### src/rtl/clock_divider_multi.sv
// Multi-channel phase-accumulator clock divider: per-channel square wave at a programmable rate in Hz.
// Optional macro CLKDIV_SYNC_EN adds a 'sync' input that restarts every channel in phase.
module clock_divider_multi #(
  parameter int unsigned BASE_SPEED = 50_000_000,
  parameter int unsigned CHANNELS   = 4,
  parameter int unsigned SPEED_W    = 20
) (
  input  logic                        clk,
  input  logic                        rst,
  input  logic [CHANNELS-1:0]         en,
`ifdef CLKDIV_SYNC_EN
  input  logic                        sync,
`endif
  input  logic [CHANNELS*SPEED_W-1:0] speed,
  output logic [CHANNELS-1:0]         outClk,
  output logic [CHANNELS-1:0]         tick
);

  localparam int unsigned ACC_W = $clog2(2 * BASE_SPEED);
  // Arithmetic width wide enough for both 2*speed and acc+step without truncation.
  localparam int unsigned CW = ((SPEED_W + 1) > (ACC_W + 1)) ? (SPEED_W + 1) : (ACC_W + 1);
  localparam logic [CW-1:0] BASE_C = CW'(BASE_SPEED);

  logic clear_all;
`ifdef CLKDIV_SYNC_EN
  assign clear_all = sync;
`else
  assign clear_all = 1'b0;
`endif

  genvar gi;
  generate
    for (gi = 0; gi < CHANNELS; gi++) begin : g_ch
      logic [ACC_W-1:0] acc_q, acc_d;
      logic             out_q, out_d;
      logic             tick_q, tick_d;
      logic [CW-1:0]    dbl, step, sum;

      always_comb begin
        dbl    = CW'(speed[gi*SPEED_W +: SPEED_W]) << 1;
        step   = (dbl > BASE_C) ? BASE_C : dbl;
        sum    = CW'(acc_q) + step;
        acc_d  = acc_q;
        out_d  = out_q;
        tick_d = 1'b0;
        if (!en[gi] || clear_all) begin
          acc_d = '0;
          out_d = 1'b0;
        end else if (sum >= BASE_C) begin
          acc_d  = ACC_W'(sum - BASE_C);
          out_d  = ~out_q;
          tick_d = ~out_q;
        end else begin
          acc_d = ACC_W'(sum);
        end
      end

      always_ff @(posedge clk) begin
        if (!rst) begin
          acc_q  <= '0;
          out_q  <= 1'b0;
          tick_q <= 1'b0;
        end else begin
          acc_q  <= acc_d;
          out_q  <= out_d;
          tick_q <= tick_d;
        end
      end

      assign outClk[gi] = out_q;
      assign tick[gi]   = tick_q;
    end
  endgenerate

endmodule

### config.mk
export PLATFORM = sky130hd
export DESIGN_NAME = clock_divider_multi
export DESIGN_NICKNAME = d
export VERILOG_FILES = /design/src/rtl/clock_divider_multi.sv
export SDC_FILE = /design/constraint.sdc
export NUM_CORES = 1
export LEC_CHECK = 0
export CORE_MARGIN = 1.5
export CORE_UTILIZATION = 45
export CTS_BUF_LIST = sky130_fd_sc_hd__clkbuf_4 sky130_fd_sc_hd__clkbuf_8 sky130_fd_sc_hd__clkbuf_16
export DETAILED_ROUTE_END_ITERATION = 7
export GPL_ROUTABILITY_DRIVEN = 0
export PLACE_DENSITY = 0.73
export SYNTH_ARGS = -nofsm -noshare
export SYNTH_HDL_FRONTEND = slang
export SYNTH_SLANG_ARGS = --single-unit
export TNS_END_PERCENT = 50
### constraint.sdc
create_clock -name clk -period 4.7 [get_ports clk]
set_input_delay 0.94 -clock clk [delete_from_list [all_inputs] [get_ports clk]]
set_output_delay 0.94 -clock clk [all_outputs]
set_load 0.05 [all_outputs]
# After elaboration in Yosys (flattened, before gate mapping)
# Cells that the tools add are included.
[classes] n_mux=8 n_bitwise=4 n_lt_le_gt_ge=8 n_addsub=8 n_reduce_logical=8
[op_table] op="27-bit by 26-bit adder with 28-bit output" count=4
[op_table] op="28-bit by 26-bit greater-or-equal comparator with 1-bit output (second input constant)" count=4
[op_table] op="27-bit 2-to-1 mux" count=4
[op_table] op="27-bit by 26-bit subtractor with 27-bit output (second input constant)" count=4
[op_table] op="21-bit by 26-bit > comparator with 1-bit output (second input constant)" count=4
[op_table] op="26-bit 2-to-1 mux" count=4
[op_table] op="3-bit AND reduction" count=4
[op_table] op="2-bit AND reduction" count=4
[op_table] op="1-bit inverter" count=4
[totals] out_inout_bits=8 reg_bits=116 word_cells=48 in_bits=86

# Longest topological paths before layout
# Gate-level depths: netlist (run 1).
[logic_depth] ltp_word=5 mapped_depth=18 depth_no_buf=17

# Worst setup path before layout (run 1)
# OpenSTA, ideal clock, no wires.
[synth_timing] kind="input port to flip-flop" start="input port speed[40]" end="register g_ch[2].acc_q[10]" slack_ns=0.557 n_path_buf=1 setup_time_ns=0.072 t_arrival_ns=4.072 cell_stages=14 required_time_ns=4.628 path_cell_list="ha_1 -> inv_1 -> fa_1 -> nand2b_1 -> a21oi_1 -> nor4_4 -> nor4_4 -> o41a_1 -> and3_1 -> xor2_1 -> a21oi_1 -> clkbuf_1 -> a21oi_1 -> mux2i_1"
[synth_between] elab_chain_cells=5 elab_cells_between_ends=6 classes_between="add/sub (2); order compare (2); mux (2)"
[synth_rtl] element="start, declared" line="14" source="input logic [CHANNELS*SPEED_W-1:0] speed,"
[synth_rtl] element="21-bit by 26-bit > comparator with 1-bit output" line="41" source="step = (dbl > BASE_C) ? BASE_C : dbl;"
[synth_rtl] element="26-bit 2-to-1 mux *" line="41"
[synth_rtl] element="27-bit by 26-bit adder with 28-bit output *" line="42" source="sum = CW'(acc_q) + step;"
[synth_rtl] element="27-bit by 26-bit subtractor with 27-bit output or 28-bit by 26-bit greater-or-equal comparator with 1-bit output (tied branches)" line="50, 49"
[synth_rtl] element="27-bit 2-to-1 mux *" line="49" source="end else if (sum >= BASE_C) begin"
[synth_rtl] element="end signal, assigned" line="60" source="acc_q <= '0;"
[synth_rtl] element="end signal, assigned" line="64" source="acc_q <= acc_d;"
[synth_rtl] element="end, declared" line="34" source="logic [ACC_W-1:0] acc_q, acc_d;"
# Mark *: on every way between the ends. The rest lies on a longest branch, timed or not.
# A chain may end at the register's enable or synchronous reset.

# Worst setup path in the final report (run 1)
[layout_timing] start="input port speed[60]" end="register g_ch[3].acc_q[9]"
[layout_between] elab_chain_cells=5 elab_cells_between_ends=6 classes_between="add/sub (2); order compare (2); mux (2)"
[layout_rtl] element="21-bit by 26-bit > comparator with 1-bit output" line="41"
[layout_rtl] element="26-bit 2-to-1 mux *" line="41"
[layout_rtl] element="27-bit by 26-bit adder with 28-bit output *" line="42"
[layout_rtl] element="27-bit by 26-bit subtractor with 27-bit output or 28-bit by 26-bit greater-or-equal comparator with 1-bit output (tied branches)" line="50, 49"
[layout_rtl] element="27-bit 2-to-1 mux *" line="49"
[layout_rtl] element="end signal, assigned" line="60"
[layout_rtl] element="end signal, assigned" line="64"
[layout_rtl] element="end, declared" line="34"
# Marked as above.

==> results of run 1 <==
[synthesized netlist by cell type (all sizes together) (30+ instances only)]
cell and number:
a21oi 132, nand3 56, nor3 39, nand2b 36
nand2 160, and2 30, xnor2 46, dfxtp 112
clkbuf 36, o21ai 86, ha 88, inv 49
xor2 40, mux2i 50, nor2 74
[through the flow]
step	util	hold slack, ns	area (µm²)	setup slack, ns	TNS, ns
after floorplan	-	0.423	11300	0.557	0
after global placement	0.562	0.457	13800	-0.148	-0.729
after detailed placement	0.562	0.445	13800	-0.188	-3.16
after CTS	0.576	0.477	14100	0.153	0
after global routing	0.578	0.510	14100	-0.0264	-0.0265
final	0.578	0.479	14100	0.174	0
[routing by layer]
layer	share of wire	vias up	track usage
met5	0	-	0
met3	0.047	69	0.0213
met4	0.028	0	0.0930
met2	0.46	402	0.417
met1	0.46	5552	0.327
li1	-	5923	-
[report_power, final]
group	internal (mW)	total [mW]	switching (mW)
clock	0.478	0.877	0.399
sequential	1.01	1.03	0.0236
combinational	0.738	1.65	0.913
total	2.22	3.56	1.34
[state kept, by name, summed over array words and instances, names as in the netlist]
name / count
g_ch.tick_q: 4
g_ch.acc_q: 104
g_ch.out_q: 4
[cells by family (layout without fill, tap and decap cells)]
group | after synthesis | count (layout)
and+or+nand+nor | 544 | 544
AOI/OAI and AO/OA | 459 | 459
DFF | 112 | 112
buffers and inverters | 111 | 347
adders and majority gates | 92 | 92
xor gates and xnor gates | 86 | 86
muxes | 53 | 53
[cell type report]
cell class | instances | share of cell area
tap | 324 | 0.0287
clock buffer | 10 | 0.0165
multi-input combinational | 1234 | 0.609
inverter | 49 | 0.0130
clock inverter | 6 | 0.00655
sequential | 112 | 0.159
timing repair buffer | 282 | 0.168
[path summary, 6_finish.rpt]
kind | start | to | slack [ns] | cells past startpoint
min reg2reg | g_ch[2].out_q | g_ch[2].tick_q | 0.48 | 1
max reg2reg | g_ch[3].acc_q[1] | g_ch[3].acc_q[9] | 0.95 | 13
min | g_ch[2].out_q | g_ch[2].tick_q | 0.48 | 1
max | speed[60] | g_ch[3].acc_q[9] | 0.17 | 14
[critical path: cells and delay by family]
family,cells,cell delay (ns)
adder cells (fa/ha/maj),2,0.46
AO/OA/AOI/OAI,6,1.59
AND/OR/NAND/NOR,4,1.30
buffers and inverters,2,0.53
==> metrics.md, run 1 <==
| Metric | Value |
|---|---|
| TritonCTS clock tree | `built` |
| Most common cell after layout, fill and taps aside | `buf_4` |
| Post-CTS Setup Bufs | `0` |
| TritonCTS Buffers | `9` |
| Max-Cap Viols | `0` |
| Worst EP arrival | `4.82 ns` |
| Clk sinks | `112` |
| Layout cell share with drive strength beyond 1 | `0.165` |
| First-pass GRT wire length | `53400 µm` |
| Clk buf depth | `2` |
| Via count | `11.9k` |
| Crit. End Element | `flop` |
| Status | `completed` |
| Setup violators final | `0` |
| Fin. Hold Viols | `0` |
| Vias/cell | `5.92` |
| Worst vdd ir | `0.000181 V` |
| Yosys top cell by area | `dfxtp_1` |
| Num ports | `94` |
| Top FF cell, synth | `dfxtp_1` |
| Min Tclk post-route | `4.53 ns` |
| Area share of fa/ha/maj cells after synthesis | `0.105` |
| Post-Synth Simple-Gate Area | `0.257` |
| Vias in the first global route | `11.3k` |
| Post-synthesis xor/xnor area fraction | `0.0668` |
| DP Wirelength | `25500 µm` |
| Power after layout | `3.56 mW` |
| Total congestion overflow | `0` |
| Initial core utilization | `0.461` |
| Layout Nets | `1866` |
| # DRC | `0` |
| Max incr delay on CP | `0.66 ns` |
| Root Buffer | `clkbuf_16` |
| Diode count | `0` |
| CP cell instances | `clkdlybuf4s50_1, ha_1, inv_1, fa_2, nor2b_2, o31ai_2, a211o_1, a21oi_1, or3_1, a31oi_1, o311ai_0, nor3_1, o311ai_0, nand2_1` |
| Final period utilization | `0.963` |
| Port bufs | `93` |
| Die Ht | `161 µm` |
| Max transition margin | `0.340` |
| Gate Count Post-Synth | `1457` |
| Critical path startpoint category | `input port` |
| Synth area leaders | `dfxtp_1 (20%), ha_1 (9.8%), a21oi_1 (5.6%), nand2_1 (5.3%), mux2i_1 (4.4%)` |
| Reg area | `2240 µm²` |
| CP Class | `input port to flop` |
| Drt pass-1 iters | `6` |
| Detailed Route WL | `32300 µm` |
| Pin count of the biggest net entering global routing | `29` |
| DRT antenna net count | `0` |
| Asr flop ratio synth | `0` |
| Inst Count DP | `2001` |
| CTS clk-pin slew, worst paths | `0.08 ns` |
| DR iter-0 viols | `985` |
| Sequential area share after synthesis | `0.199` |
| Final Skew | `0.00664 ns` |
| Final Max Slew Viols | `0` |
| Synth top area share | `0.199` |
| Worst hold path type | `flop to flop` |
| Post_cts resized | `0` |
| CP Max Fanout | `7` |
| Htree depth | `3` |
| Post-synthesis mux area share | `0.0474` |
| Hold_buf cts | `0` |
| Clk Latency, worst-skew pair | `0.36 ns` |
| #FFs+latches synth | `112` |
| Worst-Margin Slew | `0.989 ns` |
| Pleak | `5.87 nW` |
| Power density over the cells | `252 nW/µm²` |
| Finished Layout Cells | `2017` |
| Worst path slowest cell | `nor3_1` |
| CORE AREA | `24500 µm²` |
| Unrepaired setup endpoints after global routing | `true` |
| Most frequent cells in the layout | `buf_4 (187), nand2_1 (159), a21oi_1 (126)` |
| Mapped Nets | `1635` |
| Main combinational cell family by area after synthesis | `compound AO/OA/AOI/OAI gates` |
| Multi-input gate area | `8610 µm²` |
| Synth Area per Inst | `7.73 µm²` |
| Post-synth EDFFs | `0` |
| Initial antenna violation count | `1` |
| Worst EP required | `4.99 ns` |
| Ys Warns | `0` |
| Post-synthesis compound-gate area fraction | `0.282` |
| Fmax | `0.221 GHz` |
| Filler cells | `2229` |
| Netlist cell types | `105` |
| Gr usage total | `0.247` |
| Synthesized area | `11300 µm²` |
| Num rows | `57` |
| Mean routed wirelength per cell | `16.0 µm` |
| DIE WIDTH | `161 µm` |
| Die ar. | `26000 µm²` |
| Most used cell, CP | `o311ai_0` |
| Layout area overhead | `25.4%` |
Note: power is estimated with default switching activity, not from simulation.
==> run 2, diff against run 1 <==
- HOLD_SLACK_MARGIN: default -> 0.12
==> results of run 2 <==
Same layout as run 1: the final DEF is identical, and so are final timing and power.
